`src/rtl/wb_cmd_master.sv`:
```
// Wishbone classic single-transfer initiator: one command in, one bus cycle, one response out.
// Optional error-acknowledge support is enabled by defining WB_CMD_MASTER_ERR_EN.
module wb_cmd_master #(
    parameter int AW      = 32,
    parameter int DW      = 32,
    parameter int TIMEOUT = 255
) (
    input  logic            wb_clk_i,
    input  logic            wb_rst_i,
    input  logic            cmd_valid,
    output logic            cmd_ready,
    input  logic            cmd_we,
    input  logic [AW-1:0]   cmd_adr,
    input  logic [DW-1:0]   cmd_dat,
    input  logic [DW/8-1:0] cmd_sel,
    output logic            rsp_valid,
    input  logic            rsp_ready,
    output logic [DW-1:0]   rsp_dat,
    output logic            rsp_timeout,
`ifdef WB_CMD_MASTER_ERR_EN
    input  logic            wbm_err_i,
    output logic            rsp_err,
`endif
    output logic            wbm_cyc_o,
    output logic            wbm_stb_o,
    output logic            wbm_we_o,
    output logic [AW-1:0]   wbm_adr_o,
    output logic [DW-1:0]   wbm_dat_o,
    output logic [DW/8-1:0] wbm_sel_o,
    input  logic            wbm_ack_i,
    input  logic [DW-1:0]   wbm_dat_i
);

    localparam int SW = DW / 8;
    localparam int CW = ($clog2(TIMEOUT + 1) < 1) ? 1 : $clog2(TIMEOUT + 1);
    localparam bit TO_EN = (TIMEOUT != 0);
    localparam logic [CW-1:0] CNT_LAST = CW'((TIMEOUT != 0) ? (TIMEOUT - 1) : 0);
    localparam logic [CW-1:0] CNT_MAX  = {CW{1'b1}};

    typedef enum logic [1:0] {
        ST_IDLE = 2'd0,
        ST_BUS  = 2'd1,
        ST_RESP = 2'd2
    } state_t;

    state_t          state_q,     state_d;
    logic            cyc_q,       cyc_d;
    logic            we_q,        we_d;
    logic [AW-1:0]   adr_q,       adr_d;
    logic [DW-1:0]   dat_q,       dat_d;
    logic [SW-1:0]   sel_q,       sel_d;
    logic [CW-1:0]   cnt_q,       cnt_d;
    logic            rsp_valid_q, rsp_valid_d;
    logic [DW-1:0]   rsp_dat_q,   rsp_dat_d;
    logic            rsp_to_q,    rsp_to_d;
`ifdef WB_CMD_MASTER_ERR_EN
    logic            rsp_err_q,   rsp_err_d;
`endif

    // State and registered-output update with synchronous reset.
    always_ff @(posedge wb_clk_i) begin
        if (wb_rst_i) begin
            state_q     <= ST_IDLE;
            cyc_q       <= 1'b0;
            we_q        <= 1'b0;
            adr_q       <= {AW{1'b0}};
            dat_q       <= {DW{1'b0}};
            sel_q       <= {SW{1'b0}};
            cnt_q       <= {CW{1'b0}};
            rsp_valid_q <= 1'b0;
            rsp_dat_q   <= {DW{1'b0}};
            rsp_to_q    <= 1'b0;
`ifdef WB_CMD_MASTER_ERR_EN
            rsp_err_q   <= 1'b0;
`endif
        end else begin
            state_q     <= state_d;
            cyc_q       <= cyc_d;
            we_q        <= we_d;
            adr_q       <= adr_d;
            dat_q       <= dat_d;
            sel_q       <= sel_d;
            cnt_q       <= cnt_d;
            rsp_valid_q <= rsp_valid_d;
            rsp_dat_q   <= rsp_dat_d;
            rsp_to_q    <= rsp_to_d;
`ifdef WB_CMD_MASTER_ERR_EN
            rsp_err_q   <= rsp_err_d;
`endif
        end
    end

    // Next-state and next-output logic; everything holds unless a transition updates it.
    always_comb begin
        state_d     = state_q;
        cyc_d       = cyc_q;
        we_d        = we_q;
        adr_d       = adr_q;
        dat_d       = dat_q;
        sel_d       = sel_q;
        cnt_d       = cnt_q;
        rsp_valid_d = rsp_valid_q;
        rsp_dat_d   = rsp_dat_q;
        rsp_to_d    = rsp_to_q;
`ifdef WB_CMD_MASTER_ERR_EN
        rsp_err_d   = rsp_err_q;
`endif
        case (state_q)
            ST_IDLE: begin
                if (cmd_valid) begin
                    we_d    = cmd_we;
                    adr_d   = cmd_adr;
                    dat_d   = cmd_dat;
                    sel_d   = cmd_sel;
                    cyc_d   = 1'b1;
                    cnt_d   = {CW{1'b0}};
`ifdef WB_CMD_MASTER_ERR_EN
                    rsp_err_d = 1'b0;
`endif
                    state_d = ST_BUS;
                end else begin
                    state_d = ST_IDLE;
                end
            end
            ST_BUS: begin
                // Saturating so a very long TIMEOUT=0 transfer cannot wrap into a false match.
                if (cnt_q != CNT_MAX) begin
                    cnt_d = cnt_q + CW'(1'b1);
                end else begin
                    cnt_d = cnt_q;
                end
                if (wbm_ack_i) begin
                    rsp_dat_d   = we_q ? {DW{1'b0}} : wbm_dat_i;
                    rsp_to_d    = 1'b0;
                    cyc_d       = 1'b0;
                    rsp_valid_d = 1'b1;
                    state_d     = ST_RESP;
`ifdef WB_CMD_MASTER_ERR_EN
                end else if (wbm_err_i) begin
                    rsp_dat_d   = {DW{1'b0}};
                    rsp_to_d    = 1'b0;
                    rsp_err_d   = 1'b1;
                    cyc_d       = 1'b0;
                    rsp_valid_d = 1'b1;
                    state_d     = ST_RESP;
`endif
                end else if (TO_EN && (cnt_q == CNT_LAST)) begin
                    rsp_dat_d   = {DW{1'b0}};
                    rsp_to_d    = 1'b1;
                    cyc_d       = 1'b0;
                    rsp_valid_d = 1'b1;
                    state_d     = ST_RESP;
                end else begin
                    state_d = ST_BUS;
                end
            end
            ST_RESP: begin
                if (rsp_ready) begin
                    rsp_valid_d = 1'b0;
                    state_d     = ST_IDLE;
                end else begin
                    state_d = ST_RESP;
                end
            end
            default: begin
                state_d     = ST_IDLE;
                cyc_d       = 1'b0;
                rsp_valid_d = 1'b0;
            end
        endcase
    end

    assign cmd_ready   = (state_q == ST_IDLE);
    assign wbm_cyc_o   = cyc_q;
    assign wbm_stb_o   = cyc_q;
    assign wbm_we_o    = we_q;
    assign wbm_adr_o   = adr_q;
    assign wbm_dat_o   = dat_q;
    assign wbm_sel_o   = sel_q;
    assign rsp_valid   = rsp_valid_q;
    assign rsp_dat     = rsp_dat_q;
    assign rsp_timeout = rsp_to_q;
`ifdef WB_CMD_MASTER_ERR_EN
    assign rsp_err     = rsp_err_q;
`endif

endmodule

```
`config.mk`:
```
export PLATFORM = sky130hd
export DESIGN_NAME = wb_cmd_master
export DESIGN_NICKNAME = d
export VERILOG_FILES = /design/src/rtl/wb_cmd_master.sv
export SDC_FILE = /design/constraint.sdc
export NUM_CORES = 1
export LEC_CHECK = 0
export CAP_MARGIN = 20
export CORE_AREA = 2 2 105 107
export DETAILED_ROUTE_END_ITERATION = 10
export DIE_AREA = 0 0 107 109
export PLACE_DENSITY = 0.85
export SYNTH_ARGS = -nofsm -noshare
export SYNTH_HDL_FRONTEND = slang
export SYNTH_SLANG_ARGS = --single-unit
```
`constraint.sdc`:
```
create_clock -name wb_clk_i -period 3.2 [get_ports wb_clk_i]
set_clock_uncertainty 0.05 [all_clocks]
set_input_delay 0.64 -clock wb_clk_i [delete_from_list [all_inputs] [get_ports wb_clk_i]]
set_output_delay 0.64 -clock wb_clk_i [all_outputs]
set_load 0.005 [all_outputs]
```
; Yosys cells after proc, flatten, opt, wreduce, memory -nomap -nowiden
; Cells that the tools add are included.
[word_totals]
register_bits = 114
[op_classes]
n_eq_ne = 8
mux = 20
add_sub_neg = 1
bitwise_logic = 2
reduce_logical = 8
[op_table]
columns = op, count
row1 = $mux W32, 3
row2 = $mux W8, 2
row3 = $pmux W8 S2, 1
row4 = $reduce_and A3 Y1, 3
row5 = $add A8 B1 Y8 const B, 1
row6 = $eq A8 B8 Y1 const B, 1
row7 = $mux W1, 8
row8 = $ne A8 B8 Y1 const B, 1
row9 = $mux W2, 3
row10 = $ne A2 B2 Y1 const B, 3
row11 = $pmux W1 S3, 2
row12 = $pmux W2 S3, 1
row13 = $reduce_and A2 Y1, 2
row14 = $reduce_bool A2 Y1, 2
row15 = $ne A3 B3 Y1 const B, 1
row16 = $eq A2 B1 Y1 const B, 1
row17 = $eq A2 B2 Y1 const B, 1
row18 = $logic_not A2 Y1, 1
row19 = $not A1 Y1, 2

; Depth between registers and ports, before layout
[depth]
word_depth = 4
ltp_mapped = 6

; Worst setup path before layout
; Ideal clock, no wire load.
[synth_timing]
kind = input-to-reg
startpoint = input cmd_valid
endpoint = register cnt_q[1]
setup_slack_ps = 1507
path_stages = 4
setup_time_ps = 121
t_required_ps = 3029
n_path_buf = 1
t_arrival_ps = 1522
path_cell_list = or3b_1 > buf_2 > and3_1 > mux2_2
[synth_via]
elab_chain_len = 2
[synth_lines]
columns = item, line
row1 = "start, declared", 10  ; input logic cmd_valid,
row2 = $ne A2 B2 Y1 (no line), --
row3 = $reduce_and A3 Y1 (no line), --
row4 = "end signal, assigned", 69  ; cnt_q <= {CW{1'b0}};
row5 = "end signal, assigned", 83  ; cnt_q <= cnt_d;
row6 = "end, declared", 52  ; logic [CW-1:0] cnt_q, cnt_d;
; No other way between the ends.
; A chain may end at the register's enable or synchronous reset.

; Final worst setup path
[layout_timing]
startpoint = register state_q[0]
endpoint = output cmd_ready
[layout_via]
elab_chain_len = 1
[layout_lines]
columns = item, line
row1 = "start, declared", 46  ; state_t state_q, state_d;
row2 = "start signal, assigned", 77  ; state_q <= state_d;
row3 = $logic_not A2 Y1, 173  ; assign cmd_ready = (state_q == ST_IDLE);
row4 = "end, declared", 11  ; output logic cmd_ready,
; No other way between the ends.

==> flow_summary.yaml <==
status:
  status: "completed"
worst_setup_path:
  worstPathRequired_ns: 2.51
  reg2regPathDepth: 4
  worst-path-stages: 2
  crit_path_start_kind: "flip-flop"
  arrival_ns: 1.68
  reg2reg_from: "state_q[0]"
  crit_path_cell_trace: "nor2_1 > clkdlybuf4s50_1"
  cp_slowest_stage_delay_ns: 0.59
  cp_max_fo: 13
  cp-end-kind: "output pin"
  cp_top_family: "flip-flops"
  r2r_setup_slack_ns: 1.11
  cp_slowest_cell: "dfxtp_1"
  critPathKind: "reg -> out"
  worstSetupStartpoint: "state_q[0]"
  crit_buf_inv: 1
logic_synthesis:
  yosys_warnings: 0
  ys_ff_latch: 114
  syn_area_per_cell_um2: 8.76
  yosysSeqAreaShare_pct: 49.4
  syn-cell-area_um2: 4620
  synth_nets: 636
  synthDistinctLibCells: 41
  postSynthCellCount: 528
global_routing:
  grt-ovfl-total: 0
  grt_max_degree: 41
  antenna_found_initial: 0
  grt_pass1_wl_um: 20900
  grt_pass1_vias: 4530
  grt_util_all_layers_pct: 22.5
clock_network:
  cts_buffer_depth: 2
  insertion_delay_ns: 0.50
  cts_tree: "yes"
  clkSinkCount: 114
  cts_setup_buffers: 0
  root_buffer: "clkbuf_8"
  h-tree-depth: 4
  cts_hold_buffers: 0
  cts_buffers: 17
  clk_pin_slew_ns: 0.05
  cts-resized-gates: 0
drt:
  post_drt_via_cell_ratio: 5.20
  vias: 4559
  routed_wl_um: 13200
  drt_pass1_iterations: 5
  ant_nets: 0
  drt_first_iter_violations: 342
  wl_per_cell_um: 15.1
  drc: 0
place:
  io_buffers: 211
  placed_cell_area_um2: 6740
  place.gp.congestion: 0.784
  hpwl_um: 9090
  dp.cells: 844
timing:
  finalSetupTns_ns: 0
  fin_crit_sh_pct: 74.2
  final-hold-violation-count: 0
  maxSlewHeadroom_pct: 46.0
  worstMarginPinSlew_ns: 0.810
  fmax_ghz: 0.421
  finalSetupViolCount: 0
  maxSlewViolCount: 0
  rsz0062_at_grt: "false"
  hold_ws_ns: 0.401
  fin_crit_ns: 2.37
die:
  die-area_um2: 11700
  core_um2: 10600
  io_pins: 212
  initial_core_util_pct: 43.6
  rows: 38
  fp.dieH_um: 109
  die_w_um: 107
flow_run:
  maxCapViolations: 0
power:
  p_leak_nw: 3.00
  p_per_area_nw_per_um2: 569
  vdd_drop_max_v: 0.000424
finish:
  area_growth_syn_to_layout_pct: 59.8
  final_area_um2: 7390
  final_cell_mix: "210 x clkdlybuf4s50_1, 142 x nand2_1, 114 x dfxtp_1, 73 x a21oi_1, 33 x nor2b_1"
  diodes: 0
  final_common_cell: "clkdlybuf4s50_1"
  final_cells: 876
  drive_gt1_share_pct: 6.79
  fillerInstances: 800
  nets: 831
  utilization_pct: 69.7
worst_hold_path:
  min_path_type: "reg -> reg"
  hold_path_depth: 2
  hold_start: "wbm_adr_o[24]"
## kinds of logic (layout without fill, tap and decap cells)
family	count (synthesis)	after routing	synth area share (%)
buffers and inverters	48	256	5.63
and+or+nand+nor	204	204	20.2
adders and majority gates	2	2	0.541
DFF	114	114	49.4
muxes	2	2	0.460
AOI/OAI and AO/OA	158	158	23.8
## per-layer routing
metal / GRT usage, % / wire, um / share of wire, % / vias to the layer above
met1: 23.9 / 5130 / 39 / 2114
met3: 9.50 / 1190 / 9.0 / 25
met4: 7.33 / 227 / 1.7 / 0
met5: 0 / 0 / 0 / -
met2: 40.5 / 6700 / 51 / 196
li1: - / - / - / 2224
## area by class of cell
type                            count  area [um^2]  area share, %
Multi-Input combinational cell    366         2080           28.2
Clock inverter                     10          178           2.40
Tap cell                          140          175           2.37
Timing Repair Buffer              221         2180           29.6
Sequential cell                   114         2280           30.9
Clock buffer                       22          473           6.40
Inverter                            3         11.3          0.152
## power by group
group	internal [W]	total (W)	switching (W)
clock	0.00142	0.00205	0.000626
combinational	0.000352	0.000595	0.000243
sequential	0.00151	0.00156	0.0000516
## cells in the mapped netlist, drive strengths merged
master	instances	area, um^2
buf	30	191
mux2	1	11.3
o211a	1	10.0
or3	2	12.5
a21o	32	240
a41o	1	10.0
a21oi	74	382
o21bai	1	7.51
o31ai	3	22.5
o2bb2ai	1	8.76
o21ai	1	5.00
mux2i	1	10.0
dfxtp	114	2280
o311a	1	10.0
a32o	32	320
or3b	1	8.76
o21ba	1	10.0
and3b	1	8.76
a211oi	6	45.0
a41oi	1	8.76
ha	2	25.0
clkbuf	15	57.6
a31oi	2	12.5
nand4	2	12.5
nor2b	33	206
nor2	4	15.0
o21a	1	7.51
and4	3	26.3
nand3	4	20.0
and3	5	33.8
nand2b	3	18.8
nor4	1	6.26
nor3b	1	18.8
nand2	142	533
or4	2	15.0
inv	3	11.3
## worst paths after layout
| kind | to |
|---|---|
| hold reg to reg | wbm_adr_o[24] |
| hold / removal | wbm_adr_o[24] |
| setup / recovery | cmd_ready |
| setup reg to reg | rsp_dat[7] |
## through the flow
step | total power, W | setup WS (ns)
after floorplan | 0.00183 | 1.51
after global placement | 0.00217 | 0.641
after detailed placement | 0.00219 | 0.618
after CTS | 0.00424 | 0.821
after global routing | 0.00437 | 0.748
final | 0.00420 | 0.826
## tightest hold or removal path, stage by stage, from the launching register on
cell     delay (ns)
dfxtp_1        0.30
nand2_1        0.05
a21oi_1        0.05
## state kept, by name (all words and copies together) (netlist names)
name         flops
wbm_cyc_o        1
state_q          2
wbm_we_o         1
rsp_timeout      1
rsp_valid        1
wbm_sel_o        4
rsp_dat         32
cnt_q            8
wbm_adr_o       32
wbm_dat_o       32
No activity file was read; power rests on OpenSTA's default activity.
